<file path="src/rtl/seq_pattern_tx.sv">
`default_nettype none
// ============================================================================
// Module   : seq_pattern_tx
// Brief    : Serial pattern transmitter. Sends a latched pattern MSB-first on
//            x, repeats it reps+1 times with optional zero-filled gap cycles
//            between repetitions, then pulses done. All outputs are registered.
//            Optional macro SEQ_PATTERN_TX_ABORT_EN adds abort/aborted ports.
// Revision : 1.0 - initial release
// ============================================================================
module seq_pattern_tx #(
  parameter int PAT_W = 8,
  parameter int LEN_W = $clog2(PAT_W + 1),
  parameter int CNT_W = 4
) (
  input  logic             clk,
  input  logic             reset,
  input  logic             start,
  input  logic [PAT_W-1:0] pattern,
  input  logic [LEN_W-1:0] len,
  input  logic [CNT_W-1:0] reps,
  input  logic [CNT_W-1:0] gap,
`ifdef SEQ_PATTERN_TX_ABORT_EN
  input  logic             abort,
  output logic             aborted,
`endif
  output logic             x,
  output logic             x_valid,
  output logic             frame_start,
  output logic             ready,
  output logic             done
);

  typedef enum logic [1:0] {
    ST_IDLE = 2'd0,
    ST_SEND = 2'd1,
    ST_GAP  = 2'd2,
    ST_DONE = 2'd3
  } state_t;

  localparam logic [LEN_W-1:0] C_PAT_W_LEN = LEN_W'(PAT_W);
  localparam logic [LEN_W-1:0] C_LEN_ONE   = LEN_W'(1);
  localparam logic [CNT_W-1:0] C_CNT_ONE   = CNT_W'(1);

  state_t             state_q, state_d;
  logic [LEN_W-1:0]   idx_q, idx_d;
  logic [LEN_W-1:0]   len_q, len_d;
  logic [PAT_W-1:0]   pat_q, pat_d;
  logic [CNT_W-1:0]   reps_q, reps_d;
  logic [CNT_W-1:0]   gap_q, gap_d;
  logic [CNT_W-1:0]   gap_cnt_q, gap_cnt_d;
  logic               x_q, x_d;
  logic               x_valid_q, x_valid_d;
  logic               frame_start_q, frame_start_d;
  logic               ready_q, ready_d;
  logic               done_q, done_d;
  logic               aborted_q, aborted_d;

  logic [LEN_W-1:0]   w_len_clamped;
  logic [PAT_W-1:0]   w_pat_shift;

  assign w_len_clamped = (len > C_PAT_W_LEN) ? C_PAT_W_LEN : len;

  // Next-state logic; outputs are derived from the next state so that the
  // registered outputs describe the state being entered.
  always_comb begin
    state_d   = state_q;
    idx_d     = idx_q;
    len_d     = len_q;
    pat_d     = pat_q;
    reps_d    = reps_q;
    gap_d     = gap_q;
    gap_cnt_d = gap_cnt_q;
    aborted_d = 1'b0;

    case (state_q)
      ST_IDLE: begin
        if (start && (len != '0)) begin
          pat_d   = pattern;
          len_d   = w_len_clamped;
          reps_d  = reps;
          gap_d   = gap;
          idx_d   = w_len_clamped - C_LEN_ONE;
          state_d = ST_SEND;
        end
      end
      ST_SEND: begin
        if (idx_q == '0) begin
          if (reps_q != '0) begin
            reps_d = reps_q - C_CNT_ONE;
            if (gap_q != '0) begin
              gap_cnt_d = gap_q - C_CNT_ONE;
              state_d   = ST_GAP;
            end else begin
              idx_d = len_q - C_LEN_ONE;
            end
          end else begin
            state_d = ST_DONE;
          end
        end else begin
          idx_d = idx_q - C_LEN_ONE;
        end
      end
      ST_GAP: begin
        if (gap_cnt_q == '0) begin
          idx_d   = len_q - C_LEN_ONE;
          state_d = ST_SEND;
        end else begin
          gap_cnt_d = gap_cnt_q - C_CNT_ONE;
        end
      end
      ST_DONE: begin
        state_d = ST_IDLE;
      end
      default: begin
        state_d = ST_IDLE;
      end
    endcase

`ifdef SEQ_PATTERN_TX_ABORT_EN
    // Abort only cuts an active transfer short; it never produces done.
    if (abort && ((state_q == ST_SEND) || (state_q == ST_GAP))) begin
      state_d   = ST_IDLE;
      aborted_d = 1'b1;
    end
`endif

    w_pat_shift   = pat_d >> idx_d;
    x_valid_d     = (state_d == ST_SEND);
    x_d           = x_valid_d & w_pat_shift[0];
    frame_start_d = x_valid_d && (idx_d == (len_d - C_LEN_ONE));
    ready_d       = (state_d == ST_IDLE);
    done_d        = (state_d == ST_DONE);
  end

  // State, latched request fields and registered outputs.
  always_ff @(posedge clk or posedge reset) begin
    if (reset) begin
      state_q       <= ST_IDLE;
      idx_q         <= '0;
      len_q         <= '0;
      pat_q         <= '0;
      reps_q        <= '0;
      gap_q         <= '0;
      gap_cnt_q     <= '0;
      x_q           <= 1'b0;
      x_valid_q     <= 1'b0;
      frame_start_q <= 1'b0;
      ready_q       <= 1'b1;
      done_q        <= 1'b0;
      aborted_q     <= 1'b0;
    end else begin
      state_q       <= state_d;
      idx_q         <= idx_d;
      len_q         <= len_d;
      pat_q         <= pat_d;
      reps_q        <= reps_d;
      gap_q         <= gap_d;
      gap_cnt_q     <= gap_cnt_d;
      x_q           <= x_d;
      x_valid_q     <= x_valid_d;
      frame_start_q <= frame_start_d;
      ready_q       <= ready_d;
      done_q        <= done_d;
      aborted_q     <= aborted_d;
    end
  end

  assign x           = x_q;
  assign x_valid     = x_valid_q;
  assign frame_start = frame_start_q;
  assign ready       = ready_q;
  assign done        = done_q;
`ifdef SEQ_PATTERN_TX_ABORT_EN
  assign aborted     = aborted_q;
`else
  // Without the abort feature the aborted flop stays at zero and is unused.
  logic w_unused_aborted;
  assign w_unused_aborted = aborted_q;
`endif

endmodule
`default_nettype wire

</file>
<file path="config.mk">
export PLATFORM = sky130hd
export DESIGN_NAME = seq_pattern_tx
export DESIGN_NICKNAME = d
export VERILOG_FILES = /design/src/rtl/seq_pattern_tx.sv
export SDC_FILE = /design/constraint.sdc
export NUM_CORES = 1
export LEC_CHECK = 0
export BUFFER_PORTS_ARGS = -buffer_cell sky130_fd_sc_hd__buf_2
export CAP_MARGIN = 20
export CORE_UTILIZATION = 55
export CTS_CLUSTER_SIZE = 12
export DETAILED_ROUTE_END_ITERATION = 7
export PLACE_DENSITY = 0.84
export SLEW_MARGIN = 10
export SYNTH_ARGS = -nofsm -noshare
export SYNTH_HDL_FRONTEND = slang
export SYNTH_SLANG_ARGS = --single-unit
</file>
<file path="constraint.sdc">
create_clock -name clk -period 3.4 [get_ports clk]
set_input_delay 0.17 -clock clk [delete_from_list [all_inputs] [get_ports clk]]
set_output_delay 0.17 -clock clk [all_outputs]
set_load 0.1 [all_outputs]
</file>
# Yosys cells after proc, flatten, opt, wreduce, memory -nomap -nowiden
# Index checks and enable logic that the tools add are counted.
# classes
n_lt_le_gt_ge,1
n_reduce_logical,14
bitwise,1
shift,1
add_sub_neg,7
mux,26
eq_ne,11
# op_table
op,n
4-bit 2-to-1 mux,15
4-bit by 1-bit subtractor with 4-bit output (second input constant),7
8-bit 2-to-1 mux,2
4-bit case mux with 2 select lines,2
4-bit case mux with 3 select lines,1
4-bit nonzero test,3
2-bit 2-to-1 mux,5
2-bit != test (second input constant),5
4-bit zero test,2
2-bit case mux with 4 select lines,1
8-bit by 4-bit right shift with 1-bit output,1
2-bit == test (second input constant),3
5-bit AND reduction,1
2-bit by 1-bit == test with 1-bit output (second input constant),2
4-bit == test,1
4-bit greater-than comparator (second input constant),1
2-bit zero test,2
4-bit AND reduction,1
2-bit nonzero test,2
1-bit logical AND,2
2-bit AND reduction,1
1-bit AND,1
# totals
out_inout_bits,5
register_bits,35
in_bits,23
elab_cells,73

# Depth between registers and ports, before layout
# depth
depth_word,7
depth_mapped,10
mapped_depth_nobuf,9

# Worst setup path before layout
# No wires, ideal clock.
# synth_timing
path_type,register to register
from,register reps_q[0]
to,register x_q (netlist: x)
arrival_ns,2.429
required_ns,3.301
path_slack_ns,0.871
setup_time_ns,0.099
n_path_buf,1
path_stages_with_launch,11
period_less_slack_ns,2.529
cell_sequence,dfrtp_1 inv_1 ha_1 or3b_1 nand3_1 a21oi_1 or4_1 buf_4 mux2i_1 or3_1 a311oi_1
# synth_between
elab_chain_len,6
# synth_rtl
element,line,text
"start, declared",48,"logic [CNT_W-1:0] reps_q, reps_d;"
"start signal, assigned",156,reps_q <= reps_d;
4-bit nonzero test,88,if (reps_q != '0) begin
4-bit 2-to-1 mux,88,
4-bit 2-to-1 mux,87,if (idx_q == '0) begin
4-bit case mux with 3 select lines,75,case (state_q)
net idx_d[0],45,"logic [LEN_W-1:0] idx_q, idx_d;"
8-bit by 4-bit right shift with 1-bit output,127,w_pat_shift = pat_d >> idx_d;
1-bit AND,129,x_d = x_valid_d & w_pat_shift[0];
net x_d,51,"logic x_q, x_d;"
"end signal, assigned",145,x_q <= 1'b0;
"end signal, assigned",159,x_q <= x_d;
"end, declared",51,
# The timed path passes the listed nets, and every way through them passes these cells.
# A chain may end at the register's enable or synchronous reset.

# Worst setup path in the final report
# layout_timing
from,register reps_q[0]
to,register x_q (netlist: x)
# layout_between
elab_chain_len,6
# layout_rtl
element,line
4-bit nonzero test (*),88
4-bit 2-to-1 mux or 2-bit 2-to-1 mux (tied branches),88
4-bit 2-to-1 mux or 2-bit 2-to-1 mux (tied branches),87
4-bit case mux with 3 select lines or 2-bit case mux with 4 select lines (tied branches),75
8-bit by 4-bit right shift with 1-bit output or 2-bit by 1-bit == test with 1-bit output (tied branches),"127, 128"
1-bit AND (*),129
net x_d,51
# The timed path passes the listed nets; every way through them passes the cells marked *.

==> reports/metrics.yaml <==
placement:
  io_buffers: 27
  gp_congestion: 0.927
  hpwl_mm: 2.95
  dp_cells: 271
  place_ws_ps: 614
  place_area_um2: 2240
worst_setup_path:
  regToRegEndpoint: "x"
  reg2reg_from: "reps_q[0]"
  r2r_slack_ps: 580
  critPathCaptureType: "flop"
  worstRegToRegCells: 9
  critPathLaunchType: "flop"
  required_ps: 3590
  critical_path_arrival_ps: 3010
  path_max_fanout: 9
  path_class: "flop to flop"
pwr:
  p_clk_share_pct: 16.3
  internal_power_mw: 1.55
  combinationalPowerShare_pct: 55.1
  power.net_switching_mw: 1.19
  p_per_area_nw_per_um2: 1150
  power.total_mw: 2.74
  ir_drop_v: 0.000599
  p_leak_nw: 1.11
  seqPwrFrac_pct: 28.6
  switching_share_pct: 43.3
drt:
  viasPerCell: 5.85
  wirelength_mm: 4.13
  vias: 1637
  drt_iter0_markers: 104
  first_pass_iters: 4
  drc: 0
  wl_per_cell_um: 14.8
  drtAntennaViolNets: 0
logic_synthesis:
  synth_area_per_cell_um2: 10.3
  synthArstFlopShare_pct: 100
  synth_edf_count: 0
  synth.ff_latch_count: 35
  ys.flop_type: "dfrtp_1"
  synth_cell_types: 55
  yosysWarnings: 0
  ys_seq_area_share_pct: 42.6
  syn_area_um2: 2060
  synthCells: 201
  synthesis.nets: 231
clocking:
  cts_buffers: 5
  cts.clk_slew.worst_paths_ps: 70
  clk_latency_ps: 290
  cts_max_level: 2
  cts-hold-fix-buffers: 1
  clockBufferDepth: 2
  post_cts_buffers: 0
  cts_sinks: 35
  cts_tree: "built"
  cts-root-buf: "clkbuf_8"
  postCtsResizedCells: 0
global_route:
  grt_max_degree: 36
  grt_use_total_pct: 23.5
  overflow: 0
  grt_pass1_vias: 1592
  grt_pass1_wl_mm: 7.29
  antenna_found_initial: 0
floorplan:
  ios: 28
  fp.dieW_um: 63.2
  row_count: 21
  die_area_um2: 4000
  core_um2: 3470
  fp.dieH_um: 63.2
  start_util_pct: 59.4
layout:
  fin_util_pct: 68.9
  fin_cells: 280
  n_fill_cell: 269
  finalNetCount: 263
  diodes: 0
  area.growth.synth_to_final_pct: 15.9
  fin_area_um2: 2390
  register_area_um2: 877
  multi_input_area_um2: 1100
  drive_gt1_share_pct: 26.9
flow_run:
  maxCapViolCount: 0
timing:
  drv_slew: 0
  rsz0062_at_grt: "no"
  period_share_pct: 83.0
  fin_ws_ps: 577
  tns_ps: 0
  hold_ws_ps: 110
  finalSetupViolations: 0
  period_needed_ps: 2820
  worst_pin_slew_ps: 680
  slew_headroom_pct: 54.3
  max_freq_ghz: 0.354
  final_hold_viol_count: 0
  finClkSkew_ps: 4.59
min_path:
  whs_path_depth: 2
  hold_end: "gap_q[0]"
  min_path_type: "primary input to flop"
  min_from: "gap[0]"
run_status:
  status: "complete, no violations"
cell families after synthesis:
family	share of synthesized area, %
compound gates	16.3
xor+xnor	2.55
fa+ha+maj	4.25
buf+inv	4.01
flops	42.6
mux	12.4
simple gates	17.9
per-layer routing:
metal  share of wire, %  vias up  routed length (µm)  track usage (%)
met4                1.9        0                  78             9.66
met1                 45      776                1870             31.3
met5                  0        -                   0                0
li1                   -      792                   -                -
met3                5.3       10                 219             4.53
met2                 48       59                1970             37.4
cell type report:
cell class              count  share of cell area [%]
clock inverters             3                    2.83
well taps                  46                    2.41
multi-input cells         146                    46.1
inverters                  15                    2.36
flip-flops and latches     35                    36.7
repair buffers             30                    6.71
clock buffers               5                    2.88
synth_stat cells (6+ instances only):
master	instances	area (µm²)
nand2b_1	7	43.8
mux2i_1	6	60.1
nand2_1	11	41.3
ha_1	7	87.6
a21oi_1	13	65.1
mux2_2	15	169
dfrtp_1	34	851
nor2_1	15	56.3
inv_1	14	52.6
o21ai_0	9	45.0
power by group through the flow:
stage	Combinational, mW	Clock (mW)	Sequential (mW)
3_5_place_dp	1.48	0	0.784
4_1_cts	1.50	0.450	0.780
3_3_place_gp	1.43	0	0.772
2_1_floorplan	1.13	0	0.851
5_1_grt	1.66	0.471	0.814
6_report	1.51	0.448	0.784
flip-flops by register name (all words and copies together) (netlist names):
| signal | flops |
|---|---|
| done | 1 |
| frame_start | 1 |
| gap_cnt_q | 4 |
| gap_q | 4 |
| idx_q | 4 |
| len_q | 4 |
| pat_q | 8 |
| ready | 1 |
| reps_q | 4 |
| state_q | 2 |
| x | 1 |
| x_valid | 1 |
critical path, cell delays in order, from the launching register on:
cell	delay, ps
dfrtp_1	400
inv_1	70
ha_1	180
or3b_1	450
nand3_1	120
a21oi_1	60
or4_1	730
mux2i_1	180
or3_1	320
a311oi_1	210
worst max-delay path by stage:
stage	slack [ps]	end	depth (start not counted)	start
global route	330	x	9	idx_q[0]
detailed placement	610	x	9	reps_q[0]
floorplan	870	x	10	reps_q[0]
CTS	590	x	9	reps_q[0]
finish	580	x	9	reps_q[0]
global placement	670	x	7	gap_q[0]
layout by cell type, fill, tap and decap left out, types with 7 or more instances in the layout:
master	netlist	layout
dfrtp_1	34	34
buf_2	3	27
mux2_2	15	15
nor2_1	15	15
inv_1	14	14
a21oi_1	13	13
nand2_1	11	11
o21ai_0	9	9
nand2b_1	7	7
ha_1	7	7
(Power assumes the default switching activity.)
